<file path="config.mk">
export PLATFORM = sky130hd
export DESIGN_NAME = multu_hilo_unit_flat
export DESIGN_NICKNAME = d
export VERILOG_FILES = /design/src/rtl/mips_mul_pkg.sv /design/src/rtl/multu_hilo_unit_if.sv /design/src/rtl/mul_shift_add_core.sv /design/src/rtl/multu_hilo_unit.sv /design/src/flat_wrapper.sv
export SDC_FILE = /design/constraint.sdc
export NUM_CORES = 1
export LEC_CHECK = 0
export ABC_CLOCK_PERIOD_IN_PS = 6200
export CAP_MARGIN = 20
export CORE_MARGIN = 2
export CORE_UTILIZATION = 30
export DETAILED_ROUTE_END_ITERATION = 7
export MAX_ROUTING_LAYER = met4
export PLACE_DENSITY = 0.58
export SLEW_MARGIN = 25
export SYNTH_ARGS = -nofsm -noshare
export SYNTH_HDL_FRONTEND = slang
export SYNTH_HIERARCHICAL = 1
export SYNTH_SLANG_ARGS = --single-unit
</file>
<file path="constraint.sdc">
create_clock -name clk -period 6.2 [get_ports clk]
set_clock_uncertainty 0.15 [all_clocks]
set_input_delay 1.24 -clock clk [delete_from_list [all_inputs] [get_ports clk]]
set_output_delay 1.24 -clock clk [all_outputs]
set_load 0.1 [all_outputs]
</file>
<file path="src/rtl/mips_mul_pkg.sv">
// Function codes shared between ALU control and the multiply unit,
// plus the multiply FSM state encoding.
package mips_mul_pkg;

    localparam logic [5:0] FN_MULTU     = 6'b011001;
    localparam logic [5:0] FN_MADDU     = 6'b011100;
    localparam logic [5:0] FN_MFHI      = 6'b010000;
    localparam logic [5:0] FN_MFLO      = 6'b010010;
    localparam logic [5:0] FN_MULTU_OUT = 6'b111111;
    localparam logic [5:0] FN_MADDU_OUT = 6'b111110;

    typedef enum logic [1:0] {
        ST_IDLE,
        ST_RUN,
        ST_DONE
    } state_t;

    function automatic logic is_mul_start(input logic [5:0] code);
        return (code == FN_MULTU) || (code == FN_MADDU);
    endfunction

endpackage

</file>
<file path="src/rtl/multu_hilo_unit_if.sv">
// Execute-stage connection to the multiply unit: function code and operands in,
// read data, status and HI/LO contents out.
interface multu_hilo_unit_if #(parameter int WIDTH = 32);

    logic [5:0]       Signal;
    logic [WIDTH-1:0] a;
    logic [WIDTH-1:0] b;
    logic [WIDTH-1:0] result;
    logic             busy;
    logic             done;
    logic [WIDTH-1:0] hi;
    logic [WIDTH-1:0] lo;

    modport master (
        output Signal, a, b,
        input  result, busy, done, hi, lo
    );

    modport slave (
        input  Signal, a, b,
        output result, busy, done, hi, lo
    );

endinterface

</file>
<file path="src/rtl/mul_shift_add_core.sv">
// Unsigned shift-add multiply datapath. A load performs step 0 on the operands
// directly, so the product is complete after WIDTH load/step edges.
module mul_shift_add_core #(
    parameter int WIDTH = 32
) (
    input  logic               clk,
    input  logic               reset,
    input  logic               load,
    input  logic               step,
    input  logic               clear,
    input  logic [WIDTH-1:0]   a,
    input  logic [WIDTH-1:0]   b,
    output logic [2*WIDTH-1:0] acc
);

    logic [2*WIDTH-1:0] mcand_q;
    logic [WIDTH-1:0]   mplier_q;
    logic [2*WIDTH-1:0] src_mcand;
    logic [WIDTH-1:0]   src_mplier;
    logic [2*WIDTH-1:0] src_acc;
    logic [2*WIDTH-1:0] partial;

    always_comb begin
        src_mcand  = load ? {{WIDTH{1'b0}}, a} : mcand_q;
        src_mplier = load ? b : mplier_q;
        src_acc    = load ? '0 : acc;
        partial    = src_mplier[0] ? src_mcand : '0;
    end

    always_ff @(posedge clk) begin
        if (reset || clear) begin
            acc      <= '0;
            mcand_q  <= '0;
            mplier_q <= '0;
        end else if (load || step) begin
            acc      <= src_acc + partial;
            mcand_q  <= src_mcand << 1;
            mplier_q <= src_mplier >> 1;
        end
    end

endmodule

</file>
<file path="src/rtl/multu_hilo_unit.sv">
// MULTU/MADDU sequencer and HI/LO register file with MFHI/MFLO read mux.
//   state   | meaning
//   ST_IDLE | waiting for MULTU/MADDU
//   ST_RUN  | one shift-add step per edge while Signal holds the latched op
//   ST_DONE | product in acc, waiting for the matching commit code
module multu_hilo_unit
    import mips_mul_pkg::*;
#(
    parameter int WIDTH = 32,
    parameter int ITER  = 32
) (
    input logic               clk,
    input logic               reset,
    multu_hilo_unit_if.slave  bus
);

    state_t             state_q, state_d;
    logic [5:0]         cnt_q, cnt_d;
    logic [5:0]         op_q, op_d;
    logic [WIDTH-1:0]   hi_q, lo_q;
    logic [2*WIDTH-1:0] hilo_d;
    logic [2*WIDTH-1:0] acc;
    logic               load, step, clear, hilo_we;

    mul_shift_add_core #(.WIDTH(WIDTH)) u_core (
        .clk   (clk),
        .reset (reset),
        .load  (load),
        .step  (step),
        .clear (clear),
        .a     (bus.a),
        .b     (bus.b),
        .acc   (acc)
    );

    always_comb begin
        state_d = state_q;
        cnt_d   = cnt_q;
        op_d    = op_q;
        load    = 1'b0;
        step    = 1'b0;
        clear   = 1'b0;
        hilo_we = 1'b0;
        hilo_d  = {hi_q, lo_q};
        case (state_q)
            ST_IDLE: begin
                if (is_mul_start(bus.Signal)) begin
                    load    = 1'b1;
                    op_d    = bus.Signal;
                    cnt_d   = 6'd1;
                    state_d = ST_RUN;
                end
            end
            ST_RUN: begin
                if (bus.Signal != op_q) begin
                    clear   = 1'b1;
                    cnt_d   = 6'd0;
                    state_d = ST_IDLE;
                end else begin
                    step  = 1'b1;
                    cnt_d = cnt_q + 6'd1;
                    if (cnt_q == 6'(ITER - 1)) begin
                        state_d = ST_DONE;
                    end
                end
            end
            ST_DONE: begin
                if (bus.Signal == op_q) begin
                    state_d = ST_DONE;
                end else if (is_mul_start(bus.Signal)) begin
                    load    = 1'b1;
                    op_d    = bus.Signal;
                    cnt_d   = 6'd1;
                    state_d = ST_RUN;
                end else begin
                    // Commit, mismatched commit and unrelated codes all end the product.
                    clear   = 1'b1;
                    cnt_d   = 6'd0;
                    state_d = ST_IDLE;
                    if (bus.Signal == FN_MULTU_OUT && op_q == FN_MULTU) begin
                        hilo_we = 1'b1;
                        hilo_d  = acc;
                    end else if (bus.Signal == FN_MADDU_OUT && op_q == FN_MADDU) begin
                        hilo_we = 1'b1;
                        hilo_d  = {hi_q, lo_q} + acc;
                    end
                end
            end
            default: state_d = ST_IDLE;
        endcase
    end

    always_ff @(posedge clk) begin
        if (reset) begin
            state_q <= ST_IDLE;
            cnt_q   <= 6'd0;
            op_q    <= FN_MULTU;
            hi_q    <= '0;
            lo_q    <= '0;
        end else begin
            state_q <= state_d;
            cnt_q   <= cnt_d;
            op_q    <= op_d;
            if (hilo_we) begin
                {hi_q, lo_q} <= hilo_d;
            end
        end
    end

    always_comb begin
        case (bus.Signal)
            FN_MFHI: bus.result = hi_q;
            FN_MFLO: bus.result = lo_q;
            default: bus.result = '0;
        endcase
    end

    assign bus.busy = (state_q == ST_RUN);
    assign bus.done = (state_q == ST_DONE);
    assign bus.hi   = hi_q;
    assign bus.lo   = lo_q;

endmodule

</file>
<file path="src/flat_wrapper.sv">
// flat-port wrapper written by rule: the top's interface ports become plain ports
module multu_hilo_unit_flat import mips_mul_pkg::*;
#(
    parameter int WIDTH = 32,
    parameter int ITER  = 32
)
  (clk, reset, bus_Signal, bus_a, bus_b, bus_result, bus_busy, bus_done, bus_hi, bus_lo);
  multu_hilo_unit_if #(.WIDTH(WIDTH)) bus_i ();
  input logic clk;
  input logic reset;
  input wire logic [$bits(bus_i.Signal)-1:0] bus_Signal;
  input wire logic [$bits(bus_i.a)-1:0] bus_a;
  input wire logic [$bits(bus_i.b)-1:0] bus_b;
  output wire logic [$bits(bus_i.result)-1:0] bus_result;
  output wire logic [$bits(bus_i.busy)-1:0] bus_busy;
  output wire logic [$bits(bus_i.done)-1:0] bus_done;
  output wire logic [$bits(bus_i.hi)-1:0] bus_hi;
  output wire logic [$bits(bus_i.lo)-1:0] bus_lo;
  assign bus_i.Signal = bus_Signal;
  assign bus_i.a = bus_a;
  assign bus_i.b = bus_b;
  assign bus_result = bus_i.result;
  assign bus_busy = bus_i.busy;
  assign bus_done = bus_i.done;
  assign bus_hi = bus_i.hi;
  assign bus_lo = bus_i.lo;
  multu_hilo_unit #(.WIDTH(WIDTH), .ITER(ITER)) u_core (.clk(clk), .reset(reset), .bus(bus_i));
endmodule
</file>
# [Word-level counts from Yosys, hierarchy flattened]
# Cells that the tools add are included.
[op_classes] reduce_logical=13 addsub=3 n_lt_le_gt_ge=0 div_mod_pow=0 bitwise_logic=2 n_mux=35 n_eq_ne=16 multipliers=0 n_shift=0
[op_table] op="$mux W64" count=5
[op_table] op="$add A64 B64 Y64" count=2
[op_table] op="$pmux W32 S2" count=1
[op_table] op="$eq A6 B5 Y1 const B" count=7
[op_table] op="$mux W32" count=1
[op_table] op="$mux W6" count=5
[op_table] op="$pmux W6 S3" count=1
[op_table] op="$mux W1" count=14
[op_table] op="$eq A6 B6 Y1 const B" count=2
[op_table] op="$pmux W6 S2" count=1
[op_table] op="$mux W2" count=4
[op_table] op="$add A6 B1 Y6 const B" count=1
[op_table] op="$eq A6 B6 Y1" count=1
[op_table] op="$ne A6 B6 Y1" count=1
[op_table] op="$pmux W2 S3" count=1
[op_table] op="$reduce_and A5 Y1" count=1
[op_table] op="$pmux W1 S2" count=2
[op_table] op="$reduce_and A2 Y1" count=2
[op_table] op="$reduce_bool A2 Y1" count=2
[op_table] op="$logic_or A1 B1 Y1" count=3
[op_table] op="$ne A3 B1 Y1 const B" count=1
[op_table] op="$reduce_and A3 Y1" count=1
[op_table] op="$reduce_bool A3 Y1" count=1
[op_table] op="$eq A2 B1 Y1 const B" count=1
[op_table] op="other kinds (6)" count=8
[word_totals] mem_bits_rw=0 elab_cells=77 memories=0 inputBits=72 latchBits=0 register_bits=236 mem_bits_ro=0

# [Logic depth before layout (Yosys ltp)]
[logic_depth] word_depth=8 mapped_depth=23 mapped_depth_nobuf=20

# [Hierarchy]
# The synthesis kept the hierarchy.
[modules_own_cells] mod="mul_shift_add_core" instances=1 area_per_inst_um2=10636.5 cells_each=1379
[modules_own_cells] mod="multu_hilo_unit" instances=1 area_per_inst_um2=7868.8 cells_each=1071

# [Worst setup path before layout]
# OpenSTA, ideal clock, no wires.
[synth_path] kind="input-to-reg" from="input bus_Signal[1]" to="register u_core.u_core.acc[62]" setup_time_ns=0.117 setup_slack_ns=0.187 t_arrival_ns=5.745 path_stages=20 path_cell_list="buf_2 and4bb_1 nand2_1 nor2_1 clkbuf_1 clkbuf_1 buf_1 mux2i_1 nor2_1 ha_1 buf_6 a21oi_2 o21ai_1 a2111oi_2 o21bai_1 a221oi_4 a2111oi_2 o31a_1 or4_1 a32o_1"
[synth_between] elab_chain_cells=8 elab_cells_between_ends=21
[synth_rtl] item="start, declared" line_no="flat_wrapper.sv:11" source="input wire logic [$bits(bus_i.Signal)-1:0] bus_Signal;"
[synth_rtl] item="$eq A6 B5 Y1" line_no="mips_mul_pkg.sv:19" source="return (code == FN_MULTU) || (code == FN_MADDU);"
[synth_rtl] item="$logic_or A1 B1 Y1" line_no="mips_mul_pkg.sv:19"
[synth_rtl] item="$mux W1" line_no="multu_hilo_unit.sv:47, multu_hilo_unit.sv:70"
[synth_rtl] item="$mux W1" line_no="multu_hilo_unit.sv:68" source="if (bus.Signal == op_q) begin"
[synth_rtl] item="$pmux W1 S2 *" line_no="multu_hilo_unit.sv:45" source="case (state_q)"
[synth_rtl] item="via u_core.load" line_no="multu_hilo_unit.sv:23" source="logic load, step, clear, hilo_we;"
[synth_rtl] item="$mux W64 or $mux W32 (tied branches)" line_no="mul_shift_add_core.sv:24, mul_shift_add_core.sv:25"
[synth_rtl] item="$mux W64" line_no="mul_shift_add_core.sv:27" source="partial = src_mplier[0] ? src_mcand : '0;"
[synth_rtl] item="$add A64 B64 Y64" line_no="mul_shift_add_core.sv:36" source="acc <= src_acc + partial;"
[synth_rtl] item="end signal, assigned" line_no="mul_shift_add_core.sv:36"
[synth_rtl] item="end, declared" line_no="mul_shift_add_core.sv:13" source="output logic [2*WIDTH-1:0] acc"
# The timed path passes the listed nets; every way through them passes the cells marked *.
# A chain may end at the register's enable or synchronous reset.

# [Final worst setup path]
[layout_path] from="input bus_Signal[5]" to="register u_core.u_core.acc[57]"
# Same word-level chain as after synthesis.

==> results_dict.tcl <==
set metrics [dict create \
    io_pins 170 \
    rsz0062_at_grt "no" \
    ys_types 88 \
    fmax_mhz 174 \
    layout_min_cycle_time_ps 5760 \
    fp.dieH_microns 252 \
    finalCritPeriodShare_pct 92.9 \
    rr_worst_depth 21 \
    drt-total-wl_mm 67.6 \
    overflow 0 \
    powerDensity_mw_per_mm2 160 \
    synth_warnings 6 \
    detail-route-antenna-nets 0 \
    r2r-start "u_core/op_q[2]$_SDFFE_PP0P_" \
    drive_above_1_share_pct 11.5 \
    die-area_sq_mm 0.0637 \
    synth_seq_cells 236 \
    vias 18800 \
    end_kind "flip-flop" \
    first_iter_violations 1466 \
    synthArstFlopShare_pct 0 \
    hp-class "flip-flop to flip-flop" \
    area_growth_pct 23.7 \
    cts_buffers 30 \
    ys_seq_area_share_pct 25.5 \
    synthMuxAreaShare_pct 7.32 \
    hold_path_end "u_core/u_core/mcand_q[25]$_SDFFE_PP0P_" \
    crit_path_max_fanout 8 \
    slew_headroom_pct 28.6 \
    antennaDiodeCount 0 \
    post-place-ws_ps -184 \
    crit_buf_inv 5 \
    drt_pass1_iterations 7 \
    cts.sinks 236 \
    clk_latency_ps 600 \
    whs_path_depth 2 \
    fin_tns_setup_ps 0 \
    clock-root-buffer "clkbuf_16" \
    start_util_pct 30.2 \
    cp.arrival_ps 6100 \
    setup_viol 0 \
    rrSetupSlack_ps 1170 \
    outcome "finished clean" \
    min_from "u_core/u_core/mcand_q[25]$_SDFFE_PP0P_" \
    path_clk_slew_ps 60 \
    core_area_sq_mm 0.0614 \
    gp_congestion 0.964 \
    top_layer_used "met4" \
    grt_pass1_vias 17900 \
    synth_top_family_by_area "compound AO/OA/AOI/OAI gates" \
    setup_ws_ps 441 \
    drc 0 \
    die_w_microns 252 \
    cp.required_ps 6540 \
    wl_met3_mm 3.33 \
    synthAdderAreaFrac_pct 9.07 \
    cts_resized 0 \
    finalHoldViolCount 0 \
    ys_dominant_reg_cell "dfxtp_1" \
    grt_use_total_pct 21.3 \
    cts_tree "built" \
    ctsLongestPathBuffers 3 \
    grt_max_degree 77 \
    dr_wl_met2_mm 29.6 \
    synth_edf_count 0 \
    antenna_found_initial 0 \
    synth.top_cell.area_share_pct 25.5 \
    ir_drop_uv 243 \
    dp_hpwl_mm 52.8 \
    synth-xor-area-share_pct 4.73 \
    cp_cell_sequence "clkdlybuf4s50_1 > xnor2_1 > nand4_1 > nor2_1 > inv_1 > a21oi_1 > nor2_4 > buf_12 > buf_4 > mux2i_1 > nor2_1 > ha_1 > o211ai_1 > o211a_1 > o21a_1 > o21ai_0 > o21ai_1 > buf_4 > o22ai_1 > o21ai_0 > o2111a_1 > a211o_1" \
    synth_common_cells "nor2_1 (349), a21oi_1 (251), dfxtp_1 (236)" \
    postCtsHoldBufs 0 \
    worst-setup-path-type "input pin to flip-flop" \
    placementRows 91 \
    syn-num-nets 2655 \
    slowest_delay_ps 510 \
    routedLengthMet1_mm 33.4 \
    wl_per_cell_microns 19.5 \
    synth.cell_area_sq_mm 0.0185 \
    fin_nets 2865 \
    cp_top_family "compound AO/OA/AOI/OAI gates" \
    cts_setup_buffers 0 \
    critPathSlowestCell "clkdlybuf4s50_1" \
    synth.area.top_cells "dfxtp_1 (26%), ha_1 (8.9%), mux2i_1 (7.2%)" \
    htree_levels 1 \
    p_leak_nw 9.23 \
    synth.most_common_cell "nor2_1" \
    postSynthAreaPerCell_sq_um 7.55 \
    slew_viol_final 0 \
    regToRegEndpoint "u_core/u_core/acc[57]$_SDFFE_PP0P_" \
    grt_pass1_wl_mm 105 \
    netlist_instances 2450 \
    synth-simple-area-share_pct 22.8 \
    portBuffers 169 \
    synth_largest_area_cell "dfxtp_1" \
    cap_violations 0 \
    detail_route.vias_per_cell 5.41 \
    synth_compound_area_share_pct 26.3 \
    critPathLaunchType "input pin" \
    worst_pin_slew_ps 1070 \
    hold_ws_ps 347 \
]
worst reg2reg max path, stage by stage, from the launching register on:
cell and delay [ps]:
dfxtp_1 420, xnor2_1 140, o21ai_0 100, nor2_1 270, inv_1 100, a21oi_1 250
nor2_4 110, buf_12 170, buf_4 150, mux2i_1 290, nor2_1 90, ha_1 360
o211ai_1 120, o211a_1 260, o21a_1 220, o21ai_0 330, o21ai_1 160, buf_4 180
o22ai_1 300, o21ai_0 210, o2111a_1 280, a211o_1 260
state kept, by name, indices dropped and copies added (netlist names):
| name | flops |
|---|---|
| u_core/cnt_q | 6 |
| u_core/u_core/mplier_q | 31 |
| u_core/state_q | 2 |
| u_core/u_core/mcand_q | 63 |
| u_core/u_core/acc | 64 |
| u_core/bus.lo | 32 |
| u_core/bus.hi | 32 |
| u_core/op_q | 6 |
routing by layer:
layer  vias to the layer above  GRT usage (%)
li1                       9292              -
met1                      8937           30.3
met2                       503           32.7
met3                        66           2.06
met4                         0           4.24
met5                         -              -
kinds of logic after synthesis:
logic type	after synthesis
multiplexers	135
buffers and inverters	197
adder cells (fa/ha/maj)	133
XOR/XNOR	100
AO/OA/AOI/OAI	740
flip-flops	236
AND/OR/NAND/NOR	909
per-stage QoR:
step | total power, W | utilization [%] | instances | cell area [sq um]
floorplan | 0.00166 | - | 2450 | 18500
global placement | 0.00175 | 35.5 | 3418 | 21800
detailed placement | 0.00175 | 35.5 | 3418 | 21800
CTS | 0.00371 | 37.3 | 3474 | 22900
global route | 0.00378 | 37.3 | 3474 | 22900
finish | 0.00366 | 37.3 | 3474 | 22900
area by class of cell:
class | count | area, sq um
repair buffers | 338 | 2910
fillers | 6339 | 38500
multi-input cells | 2017 | 13000
clock buffers | 37 | 817
clock inverters | 19 | 278
flip-flops and latches | 236 | 4720
inverters | 37 | 140
well taps | 790 | 988
layout by cell type (no fill, tap or decap), types with 7 or more instances in the layout:
master and instances:
xor2_1 37, or3_1 17, xnor2_1 63, nand4_1 53, nor3_1 34, a211o_1 12
a21oi_1 250, inv_1 36, a31oi_1 13, o21ai_1 9, o211ai_1 30, dfxtp_1 236
nand2b_1 10, a211oi_1 91, mux2i_1 133, o21ai_0 112, nor2_1 346, clkdlybuf4s50_1 135
a221o_1 7, buf_4 198, o21bai_1 29, nor2b_1 74, ha_1 131, nand2_1 228
nand3_1 30, a21o_1 69, a41oi_1 8, and2_1 48, o21a_1 15, and3_1 25
o31ai_1 10, clkbuf_16 30
power breakdown:
group          total [W]  internal [W]  switching [W]
clock            0.00194       0.00119       0.000755
combinational   0.000181     0.0000810       0.000100
sequential       0.00153       0.00153     0.00000794
worst max-delay path by stage:
stage | start | end | slack [ps] | cells past startpoint
6_report | bus_Signal[5] | u_core/u_core/acc[57]$_SDFFE_PP0P_ | 440 | 22
5_1_grt | bus_Signal[0] | u_core/u_core/acc[57]$_SDFFE_PP0P_ | 150 | 22
4_1_cts | bus_Signal[5] | u_core/u_core/acc[57]$_SDFFE_PP0P_ | 450 | 22
3_5_place_dp | bus_Signal[5] | u_core/u_core/acc[57]$_SDFFE_PP0P_ | -180 | 22
3_3_place_gp | bus_Signal[5] | u_core/u_core/acc[57]$_SDFFE_PP0P_ | -220 | 22
2_1_floorplan | bus_Signal[1] | u_core/u_core/acc[62]$_SDFFE_PP0P_ | 190 | 20
Power figures use the tool's default switching activity.
